<file path="src/rtl/tlul_err_resp.sv">
// rtl/tlul_err_resp.sv - TL-UL error responder: queues requests and answers each with d_error=1
// Optional error counter enabled by defining TLUL_ERR_RESP_CNT_EN.

package tlul_pkg;

  // A-channel opcodes
  localparam logic [2:0] PUT_FULL_DATA    = 3'h0;
  localparam logic [2:0] PUT_PARTIAL_DATA = 3'h1;
  localparam logic [2:0] GET              = 3'h4;

  // D-channel opcodes
  localparam logic [2:0] ACCESS_ACK      = 3'h0;
  localparam logic [2:0] ACCESS_ACK_DATA = 3'h1;

  typedef struct packed {
    logic        a_valid;
    logic [2:0]  a_opcode;
    logic [2:0]  a_param;
    logic [1:0]  a_size;
    logic [7:0]  a_source;
    logic [31:0] a_address;
    logic [3:0]  a_mask;
    logic [31:0] a_data;
    logic        d_ready;
  } tl_h2d_t;

  typedef struct packed {
    logic        d_valid;
    logic [2:0]  d_opcode;
    logic [2:0]  d_param;
    logic [1:0]  d_size;
    logic [7:0]  d_source;
    logic        d_sink;
    logic [31:0] d_data;
    logic [3:0]  d_user;
    logic        d_error;
    logic        a_ready;
  } tl_d2h_t;

endpackage

module tlul_err_resp
  import tlul_pkg::*;
#(
  parameter int unsigned DEPTH    = 2,
  parameter logic [31:0] ERR_DATA = 32'hFFFF_FFFF
) (
  input  logic          clk_i,
  input  logic          rst_i,
  input  tl_h2d_t       tl_i,
`ifdef TLUL_ERR_RESP_CNT_EN
  input  logic          err_cnt_clr_i,
  output logic [15:0]   err_cnt_o,
`endif
  output tl_d2h_t       tl_o
);

  localparam int unsigned PTR_W = (DEPTH > 1) ? $clog2(DEPTH) : 1;
  localparam int unsigned CNT_W = $clog2(DEPTH + 1);

  typedef struct packed {
    logic       is_get;
    logic [1:0] size;
    logic [7:0] source;
  } entry_t;

  entry_t           mem_q [DEPTH];
  logic [PTR_W-1:0] wr_ptr_q, wr_ptr_d;
  logic [PTR_W-1:0] rd_ptr_q, rd_ptr_d;
  logic [CNT_W-1:0] count_q, count_d;

  logic   full, empty;
  logic   a_fire, d_fire;
  entry_t head;
  entry_t wr_entry;

  // Address, mask, data and param never influence the error response.
  logic unused_tl;
  assign unused_tl = ^{tl_i.a_param, tl_i.a_address, tl_i.a_mask, tl_i.a_data};

  assign full   = (count_q == CNT_W'(DEPTH));
  assign empty  = (count_q == '0);
  assign a_fire = tl_i.a_valid & ~full;
  assign d_fire = ~empty & tl_i.d_ready;
  assign head   = mem_q[rd_ptr_q];

  // Only a Get earns AccessAckData; every other opcode, legal or not, gets AccessAck.
  always_comb begin
    wr_entry        = '0;
    wr_entry.is_get = (tl_i.a_opcode == GET);
    wr_entry.size   = tl_i.a_size;
    wr_entry.source = tl_i.a_source;
  end

  // Pointer and occupancy next-state; both pointers wrap at DEPTH-1.
  always_comb begin
    wr_ptr_d = wr_ptr_q;
    rd_ptr_d = rd_ptr_q;
    count_d  = count_q;
    if (a_fire) begin
      wr_ptr_d = (wr_ptr_q == PTR_W'(DEPTH - 1)) ? '0 : wr_ptr_q + 1'b1;
    end
    if (d_fire) begin
      rd_ptr_d = (rd_ptr_q == PTR_W'(DEPTH - 1)) ? '0 : rd_ptr_q + 1'b1;
    end
    if (a_fire && !d_fire) begin
      count_d = count_q + 1'b1;
    end else if (d_fire && !a_fire) begin
      count_d = count_q - 1'b1;
    end
  end

  // Pointer and occupancy registers; reset discards every queued entry.
  always_ff @(posedge clk_i or posedge rst_i) begin
    if (rst_i) begin
      wr_ptr_q <= '0;
      rd_ptr_q <= '0;
      count_q  <= '0;
    end else begin
      wr_ptr_q <= wr_ptr_d;
      rd_ptr_q <= rd_ptr_d;
      count_q  <= count_d;
    end
  end

  // Entry storage, written at wr_ptr on every accepted request.
  always_ff @(posedge clk_i or posedge rst_i) begin
    if (rst_i) begin
      for (int i = 0; i < int'(DEPTH); i++) begin
        mem_q[i] <= '0;
      end
    end else if (a_fire) begin
      mem_q[wr_ptr_q] <= wr_entry;
    end
  end

  // Response drive: purely from registered state, zeroed while the queue is empty.
  always_comb begin
    tl_o         = '0;
    tl_o.a_ready = ~full;
    if (!empty) begin
      tl_o.d_valid  = 1'b1;
      tl_o.d_error  = 1'b1;
      tl_o.d_opcode = head.is_get ? ACCESS_ACK_DATA : ACCESS_ACK;
      tl_o.d_size   = head.size;
      tl_o.d_source = head.source;
      tl_o.d_data   = head.is_get ? ERR_DATA : 32'h0;
    end
  end

`ifdef TLUL_ERR_RESP_CNT_EN
  logic [15:0] err_cnt_q, err_cnt_d;

  // Saturating response counter; clear has priority over increment.
  always_comb begin
    err_cnt_d = err_cnt_q;
    if (err_cnt_clr_i) begin
      err_cnt_d = '0;
    end else if (d_fire && (err_cnt_q != 16'hFFFF)) begin
      err_cnt_d = err_cnt_q + 16'd1;
    end
  end

  // Counter register.
  always_ff @(posedge clk_i or posedge rst_i) begin
    if (rst_i) begin
      err_cnt_q <= '0;
    end else begin
      err_cnt_q <= err_cnt_d;
    end
  end

  assign err_cnt_o = err_cnt_q;
`endif

endmodule

</file>
<file path="config.mk">
export PLATFORM = sky130hd
export DESIGN_NAME = tlul_err_resp
export DESIGN_NICKNAME = d
export VERILOG_FILES = /design/src/rtl/tlul_err_resp.sv
export SDC_FILE = /design/constraint.sdc
export NUM_CORES = 1
export LEC_CHECK = 0
export ABC_CLOCK_PERIOD_IN_PS = 4700
export CAP_MARGIN = 10
export CORE_ASPECT_RATIO = 0.6
export CORE_UTILIZATION = 34
export CTS_CLUSTER_DIAMETER = 100
export DETAILED_ROUTE_END_ITERATION = 8
export PLACE_DENSITY = 0.92
export REMOVE_ABC_BUFFERS = 1
export SLEW_MARGIN = 10
export SYNTH_ARGS = -nofsm -noshare
export SYNTH_HDL_FRONTEND = slang
export SYNTH_SLANG_ARGS = --single-unit
</file>
<file path="constraint.sdc">
create_clock -name clk_i -period 4.7 [get_ports clk_i]
set_input_delay 1.175 -clock clk_i [delete_from_list [all_inputs] [get_ports clk_i]]
set_output_delay 1.175 -clock clk_i [all_outputs]
set_load 0.1 [all_outputs]
</file>
# Word-level counts from Yosys, hierarchy flattened
# Index checks and enable logic that the tools add are counted.
[totals] latchBits=0 word_cells=47 reg_bits=26 memories=0 output_inout_bits=56 ramBits=0 romBits=0
[classes] bitwise=6 eq_ne=2 order_cmp=3 n_reduce_logical=7 n_shift=0 add_sub_neg=4 mux=16 div=0 n_mul=0
[ops] op="$mux W32" count=2
[ops] op="$mux W11" count=4
[ops] op="$bwmux W22" count=1
[ops] op="$demux W11 S1" count=1
[ops] op="$mux W10" count=1
[ops] op="$ge A2 B2 Y1 const B" count=2
[ops] op="$mux W1" count=4
[ops] op="$mux W2" count=2
[ops] op="$mux W4" count=1
[ops] op="$not A1 Y2" count=2
[ops] op="$eq A3 B3 Y1 const B" count=1
[ops] op="$logic_and A1 B1 Y1" count=3
[ops] op="$add A1 B1 Y1 const B" count=2
[ops] op="$add A2 B1 Y2 const B" count=1
[ops] op="$and A1 B1 Y1" count=2
[ops] op="$eq A2 B2 Y1 const B" count=1
[ops] op="$logic_not A1 Y1" count=2
[ops] op="$logic_not A2 Y1" count=1
[ops] op="$lt A2 B1 Y1 const B" count=1
[ops] op="$not A1 Y1" count=2
[ops] op="$reduce_bool A2 Y1" count=1
[ops] op="$sub A2 B1 Y2 const B" count=1

# Logic depth before layout (Yosys ltp)
# Gate-level depths: netlist of run 1.
[depth] depth_word=7 mapped_depth=6 depth_no_buf=6

# Least setup slack after synthesis of run 1
# Ideal clock, no wire load.
[synth_timing] kind="reg-to-output" start="reg rd_ptr_q" end="out tl_o[10] in the netlist's numbering" stages_incl_launch_ff=5 arrival_time_ps=3562 path_buffers=2 required_ps=3525 slack_ps=-37 path_cell_list="dfrtp_1 > buf_2 > mux2i_1 > nor2_1 > buf_4"
[synth_lines] item="from (decl)" line="69" source="logic [PTR_W-1:0] rd_ptr_q, rd_ptr_d;"
[synth_lines] item="from (signal assigned)" line="121" source="rd_ptr_q <= rd_ptr_d;"
[synth_lines] item="to (decl)" line="55" source="output tl_d2h_t tl_o"

==> results of run 1 <==
## layout by cell type (no fill, tap or decap), types with 2 or more instances in the layout
| cell | n |
|---|---|
| xor2_1 | 3 |
| mux2_2 | 2 |
| xnor2_1 | 2 |
| clkbuf_8 | 3 |
| mux2_4 | 20 |
| mux2i_1 | 11 |
| dfrtp_1 | 26 |
| buf_4 | 35 |
| conb_1 | 10 |
| clkdlybuf4s50_1 | 29 |
| nor2_1 | 13 |
| inv_1 | 2 |
## layer usage
metal | vias to the layer above | routed length [um] | GRT usage [%]
li1 | 442 | - | -
met1 | 433 | 1410 | 16.7
met2 | 19 | 1300 | 17.1
met3 | 2 | 102 | 3.01
met4 | 0 | 20 | 2.72
met5 | - | 0 | 0
## worst paths after layout
check / slack, ps / startpoint / cells past startpoint / endpoint
min in group asynchronous: 1420 / rst_i / 2 / wr_ptr_q
setup / recovery: 1000 / rd_ptr_q / 3 / tl_o[45]
setup reg to reg: 3140 / count_q[0] / 5 / count_q[1]
hold / removal: 500 / wr_ptr_q / 1 / wr_ptr_q
hold reg to reg: 500 / wr_ptr_q / 1 / wr_ptr_q
max in group asynchronous: 2700 / rst_i / 2 / mem_q[21]
## logic make-up (layout without fill, tap and decap cells)
| logic type | Yosys count | count (layout) | synth area share [%] |
|---|---|---|---|
| buffers and inverters | 49 | 70 | 22.8 |
| muxes | 33 | 33 | 26.6 |
| DFF | 26 | 26 | 40.0 |
| and+or+nand+nor | 18 | 18 | 6.69 |
| xor gates and xnor gates | 5 | 5 | 2.69 |
| adders and majority gates | 1 | 1 | 0.769 |
| other | 1 | 10 | 0.230 |
| AOI/OAI and AO/OA | 1 | 1 | 0.307 |
## metrics by stage
step | util, % | std cells
final | 43.6 | 227
after detailed placement | 42.1 | 223
after global placement | 42.1 | 223
after CTS | 43.6 | 227
after global routing | 43.6 | 227
after floorplan | - | 96
## worst reg2reg max path, delay by kind of cell, from the launching register on
family        cells  cell delay (ps)
xor+xnor          1              160
fa+ha+maj         1              320
flops             1              450
simple gates      3              560
## layout make-up
class / count / share of cell area [%]
timing repair buffer: 64 / 27.6
tap: 63 / 3.94
multi-input combinational: 68 / 32.0
sequential: 26 / 32.5
clock buffer: 3 / 2.06
inverter: 2 / 0.375
clock inverter: 1 / 1.50
## state kept, by name (all words and copies together), names as in the netlist
signal and flops:
count_q 2, mem_q 22, rd_ptr_q 1, wr_ptr_q 1
==> results.py, run 1 <==
metrics = {
    "clock_network": {
        "cts_resized": 0,
        "clk_latency_ps": 270,
        "ctsHoldBuffers": 0,
        "cts.path.max_buffers": 2,
        "post_cts_buffers": 0,
        "h-tree-depth": 1,
        "clock_sinks": 26,
        "clkSlewWorstSetupHoldPaths_ps": 90,
        "cts_buffers": 3,
        "cts_tree": "done",
        "cts_root_buf": "clkbuf_8",
    },
    "sta": {
        "max_freq_ghz": 0.270,
        "slew_headroom_pct": 35.0,
        "period_minus_slack_ps": 3700,
        "maxSlewViolCount": 0,
        "setup-violations-final": 0,
        "finClkSkew_ps": 2.91,
        "tightest_slew_ps": 972,
        "setup_tns_ps": 0,
        "grt_setup_unrepaired": "no",
        "hold_ws_ps": 500,
        "worst_slack_ps": 1000,
        "hold_viol": 0,
        "timing.final.crit_share_pct": 78.7,
    },
    "synthesis": {
        "synth-edff-count": 0,
        "synth_flop_cell": "dfrtp_1",
        "syn_inst": 134,
        "synth_cell_types": 21,
        "netlist_area_um2": 1630,
        "yosys.cell_count.top_type": "buf_4",
        "async_reset_ff_share_pct": 100,
        "yosysWarnings": 0,
        "synthTopCellsByCount": "43 x buf_4, 26 x dfrtp_1, 20 x mux2_4, 13 x nor2_1, 11 x mux2i_1",
        "synth_top_area_share_pct": 40.0,
        "synth-seq-cells": 26,
        "syn_area_per_cell_um2": 12.1,
        "yosysTopAreaCell": "dfrtp_1",
        "synth.area.top_cells": "dfrtp_1 40%, buf_4 20%, mux2_4 18%",
        "yosysSeqAreaShare_pct": 40.0,
    },
    "grt": {
        "grt_pass1_vias": 900,
        "grt_max_degree": 34,
        "antenna_found_initial": 0,
        "grt_first_pass_wirelength_um": 4540,
        "grt_overflow": 0,
        "grt_use_total_pct": 11.5,
    },
    "floorplan": {
        "die_x_um": 91.3,
        "num_rows": 19,
        "initial_utilization_pct": 35.5,
        "ios": 144,
        "dieArea_um2": 5080,
        "die_h_um": 55.6,
        "core_um2": 4590,
    },
    "drt": {
        "drt_drc_violations_left": 0,
        "via_per_inst": 3.95,
        "via_count": 896,
        "wl_per_cell_um": 12.5,
        "wirelength_um": 2830,
        "drt_first_pass_iters": 6,
        "drtIter0Drc": 31,
        "postRouteAntennaNets": 0,
    },
    "finish": {
        "final_cell_area_um2": 2000,
        "multi_input_area_um2": 641,
        "fill_cells": 416,
        "syn_to_final_growth_pct": 23.0,
        "n_antenna_cell": 0,
        "nets": 254,
        "final_layout_size_suffix_gt1_share_pct": 39.6,
        "regArea_um2": 651,
    },
    "placement": {
        "place_congestion": 0.718,
        "dp_hpwl_um": 2100,
        "dpl-instance-area_um2": 1930,
        "placement.io_buffers": 62,
        "dp_slack_ps": 1300,
    },
    "setup_path": {
        "path_cells": "mux2i_1, nor2_1, clkdlybuf4s50_1",
        "path_class": "reg -> out",
        "crit_buf_inv": 1,
        "worstSetupStartpointType": "flop",
        "max_stage_delay_ps": 1130,
        "cp.required_ps": 3520,
        "critical_path.endpoint_type": "output pin",
        "cp_top_family": "buffers and inverters",
        "cp_max_fo": 12,
        "slowest_stage": "clkdlybuf4s50_1",
        "arrival_ps": 2520,
    },
    "status": {
        "status": "complete, no violations",
    },
    "hold_path": {
        "hp-class": "reg -> reg",
    },
    "flow_run": {
        "cap_violations": 0,
    },
}
Power of run 1 is left out: the tool's default activity adds up to more than one toggle a clock period on the data nets, which glitch-free logic cannot reach.
==> run 2: changes to the inputs <==
--- a/config.mk
+++ b/config.mk
@@ -5,13 +5,13 @@
 export SDC_FILE = /design/constraint.sdc
 export NUM_CORES = 1
 export LEC_CHECK = 0
-export ABC_CLOCK_PERIOD_IN_PS = 4700
+export ABC_CLOCK_PERIOD_IN_PS = 3200
 export CAP_MARGIN = 10
 export CORE_ASPECT_RATIO = 0.6
-export CORE_UTILIZATION = 34
+export CORE_UTILIZATION = 28
 export CTS_CLUSTER_DIAMETER = 100
 export DETAILED_ROUTE_END_ITERATION = 8
-export PLACE_DENSITY = 0.92
+export PLACE_DENSITY = 0.82
 export REMOVE_ABC_BUFFERS = 1
 export SLEW_MARGIN = 10
 export SYNTH_ARGS = -nofsm -noshare
==> constraint.sdc (replaced) <==
create_clock -name clk_i -period 3.2 [get_ports clk_i]
set_input_delay 0.8 -clock clk_i [delete_from_list [all_inputs] [get_ports clk_i]]
set_output_delay 0.8 -clock clk_i [all_outputs]
set_load 0.1 [all_outputs]
==> run 2 against run 1 <==
Against the previous run:
- first-iteration DRC count increased by 9.7%
- critical path depth increased by 1
- clock skew increased by 5.0 ps
- worst setup slack got worse by 730 ps
- non-clock buffer count decreased by 1
- hold slack got worse by 5.4 ps
- die area increased by 21%
- register-to-register slack got worse by 1500 ps
- cell area increased by 20%
- cell count increased by 7.0%
- wire length increased by 14%
- via count increased by 2.6%
- critical endpoint is now tl_o[34]
==> results.py, run 2 (synthesized netlist as in run 1, its figures left out) <==
metrics = {
    "status": {
        "status": "complete, no violations",
    },
    "floorplan": {
        "die_x_um": 100,
        "dieArea_um2": 6130,
        "num_rows": 21,
        "ios": 144,
        "die_h_um": 61.1,
        "core_um2": 5600,
        "initial_utilization_pct": 29.1,
    },
    "placement": {
        "place_congestion": 0.723,
        "dp_hpwl_um": 2490,
        "placement.io_buffers": 62,
    },
    "drt": {
        "via_count": 919,
        "postRouteAntennaNets": 0,
        "via_per_inst": 3.78,
        "drtIter0Drc": 34,
        "drt_first_pass_iters": 4,
        "wl_per_cell_um": 13.3,
        "wirelength_um": 3230,
        "drt_drc_violations_left": 0,
    },
    "sta": {
        "tightest_slew_ps": 973,
        "hold_ws_ps": 494,
        "setup-violations-final": 0,
        "grt_setup_unrepaired": "no",
        "slew_headroom_pct": 35.0,
        "max_freq_ghz": 0.341,
        "hold_viol": 0,
        "finClkSkew_ps": 7.95,
        "maxSlewViolCount": 0,
        "period_minus_slack_ps": 2930,
        "timing.final.crit_share_pct": 91.5,
    },
    "clock_network": {
        "post_cts_buffers": 0,
        "cts.path.max_buffers": 2,
        "cts_tree": "done",
        "clk_latency_ps": 270,
        "cts_root_buf": "clkbuf_8",
        "clock_sinks": 26,
        "ctsHoldBuffers": 0,
        "clkSlewWorstSetupHoldPaths_ps": 90,
        "cts_buffers": 3,
        "h-tree-depth": 1,
        "cts_resized": 0,
    },
    "flow_run": {
        "cap_violations": 0,
    },
    "setup_path": {
        "crit_buf_inv": 2,
        "critical_path.endpoint_type": "output pin",
        "slowest_stage": "nor2_1",
        "cp.required_ps": 2400,
        "path_cells": "nor2_1, nor2_1, buf_12, buf_12",
        "arrival_ps": 2130,
        "cp_max_fo": 33,
        "worstSetupStartpointType": "flop",
        "path_class": "reg -> out",
        "cp_top_family": "simple AND/OR/NAND/NOR gates",
        "max_stage_delay_ps": 700,
    },
    "finish": {
        "reg_top3": "mem_q (22), count_q (2)",
        "n_antenna_cell": 0,
        "final_common_cell": "buf_12",
        "fill_cells": 499,
        "syn_to_final_growth_pct": 48.0,
        "largest_reg_flops": 22,
        "nets": 253,
        "top_register": "mem_q",
        "final_layout_size_suffix_gt1_share_pct": 47.2,
        "final_cell_mix": "34 x buf_12, 26 x dfrtp_1, 20 x mux2_4",
    },
    "grt": {
        "antenna_found_initial": 0,
        "grt_first_pass_wirelength_um": 5120,
        "grt_overflow": 0,
        "grt_pass1_vias": 932,
        "grt_max_degree": 34,
        "grt_use_total_pct": 11.1,
    },
    "hold_path": {
        "hp-class": "reg -> reg",
    },
}
run 2: metrics by stage:
| step | TNS (ps) | instances | util [%] | setup WS [ps] | cell area (um2) |
|---|---|---|---|---|---|
| floorplan | -1267550 | 96 | - | -38410 | 1300 |
| global placement | 0 | 239 | 41.8 | 586 | 2340 |
| detailed placement | 0 | 239 | 41.8 | 559 | 2340 |
| CTS | 0 | 243 | 43.0 | 246 | 2410 |
| global route | 0 | 243 | 43.0 | 164 | 2410 |
| finish | 0 | 243 | 43.0 | 271 | 2410 |
run 2: worst paths after layout:
path | startpoint | endpoint | slack (ps) | cells past startpoint
max | count_q[1] | tl_o[34] | 270 | 4
min | wr_ptr_q | wr_ptr_q | 490 | 1
max reg2reg | count_q[1] | count_q[1] | 1620 | 5
min reg2reg | wr_ptr_q | wr_ptr_q | 490 | 1
max in group asynchronous | rst_i | mem_q[17] | 1550 | 2
min in group asynchronous | rst_i | mem_q[6] | 1050 | 2
run 2: worst register-to-register path: cells and delay by family (launching register included):
kind / cells / cell delay, ps
AO/OA/AOI/OAI: 1 / 410
adder cells (fa/ha/maj): 1 / 250
XOR/XNOR: 2 / 300
AND/OR/NAND/NOR: 1 / 60
flip-flops: 1 / 450
run 2: layout make-up:
class / instances / area (um2) / area share [%]
clock buffer: 3 / 41.3 / 1.71
multi-input combinational: 68 / 641 / 26.6
clock inverter: 1 / 30.0 / 1.25
inverter: 2 / 7.51 / 0.312
tap: 80 / 100 / 4.16
sequential: 26 / 651 / 27.0
timing repair buffer: 63 / 938 / 39.0
run 2: routing by layer:
metal / global-route usage, % / part of all wire [%] / up-vias
li1: - / - / 442
met1: 14.1 / 46 / 448
met2: 19.5 / 49 / 25
met3: 3.18 / 3.9 / 4
met4: 1.86 / 0.74 / 0
met5: 0 / 0 / -
Power of run 2 is left out for the same reason.
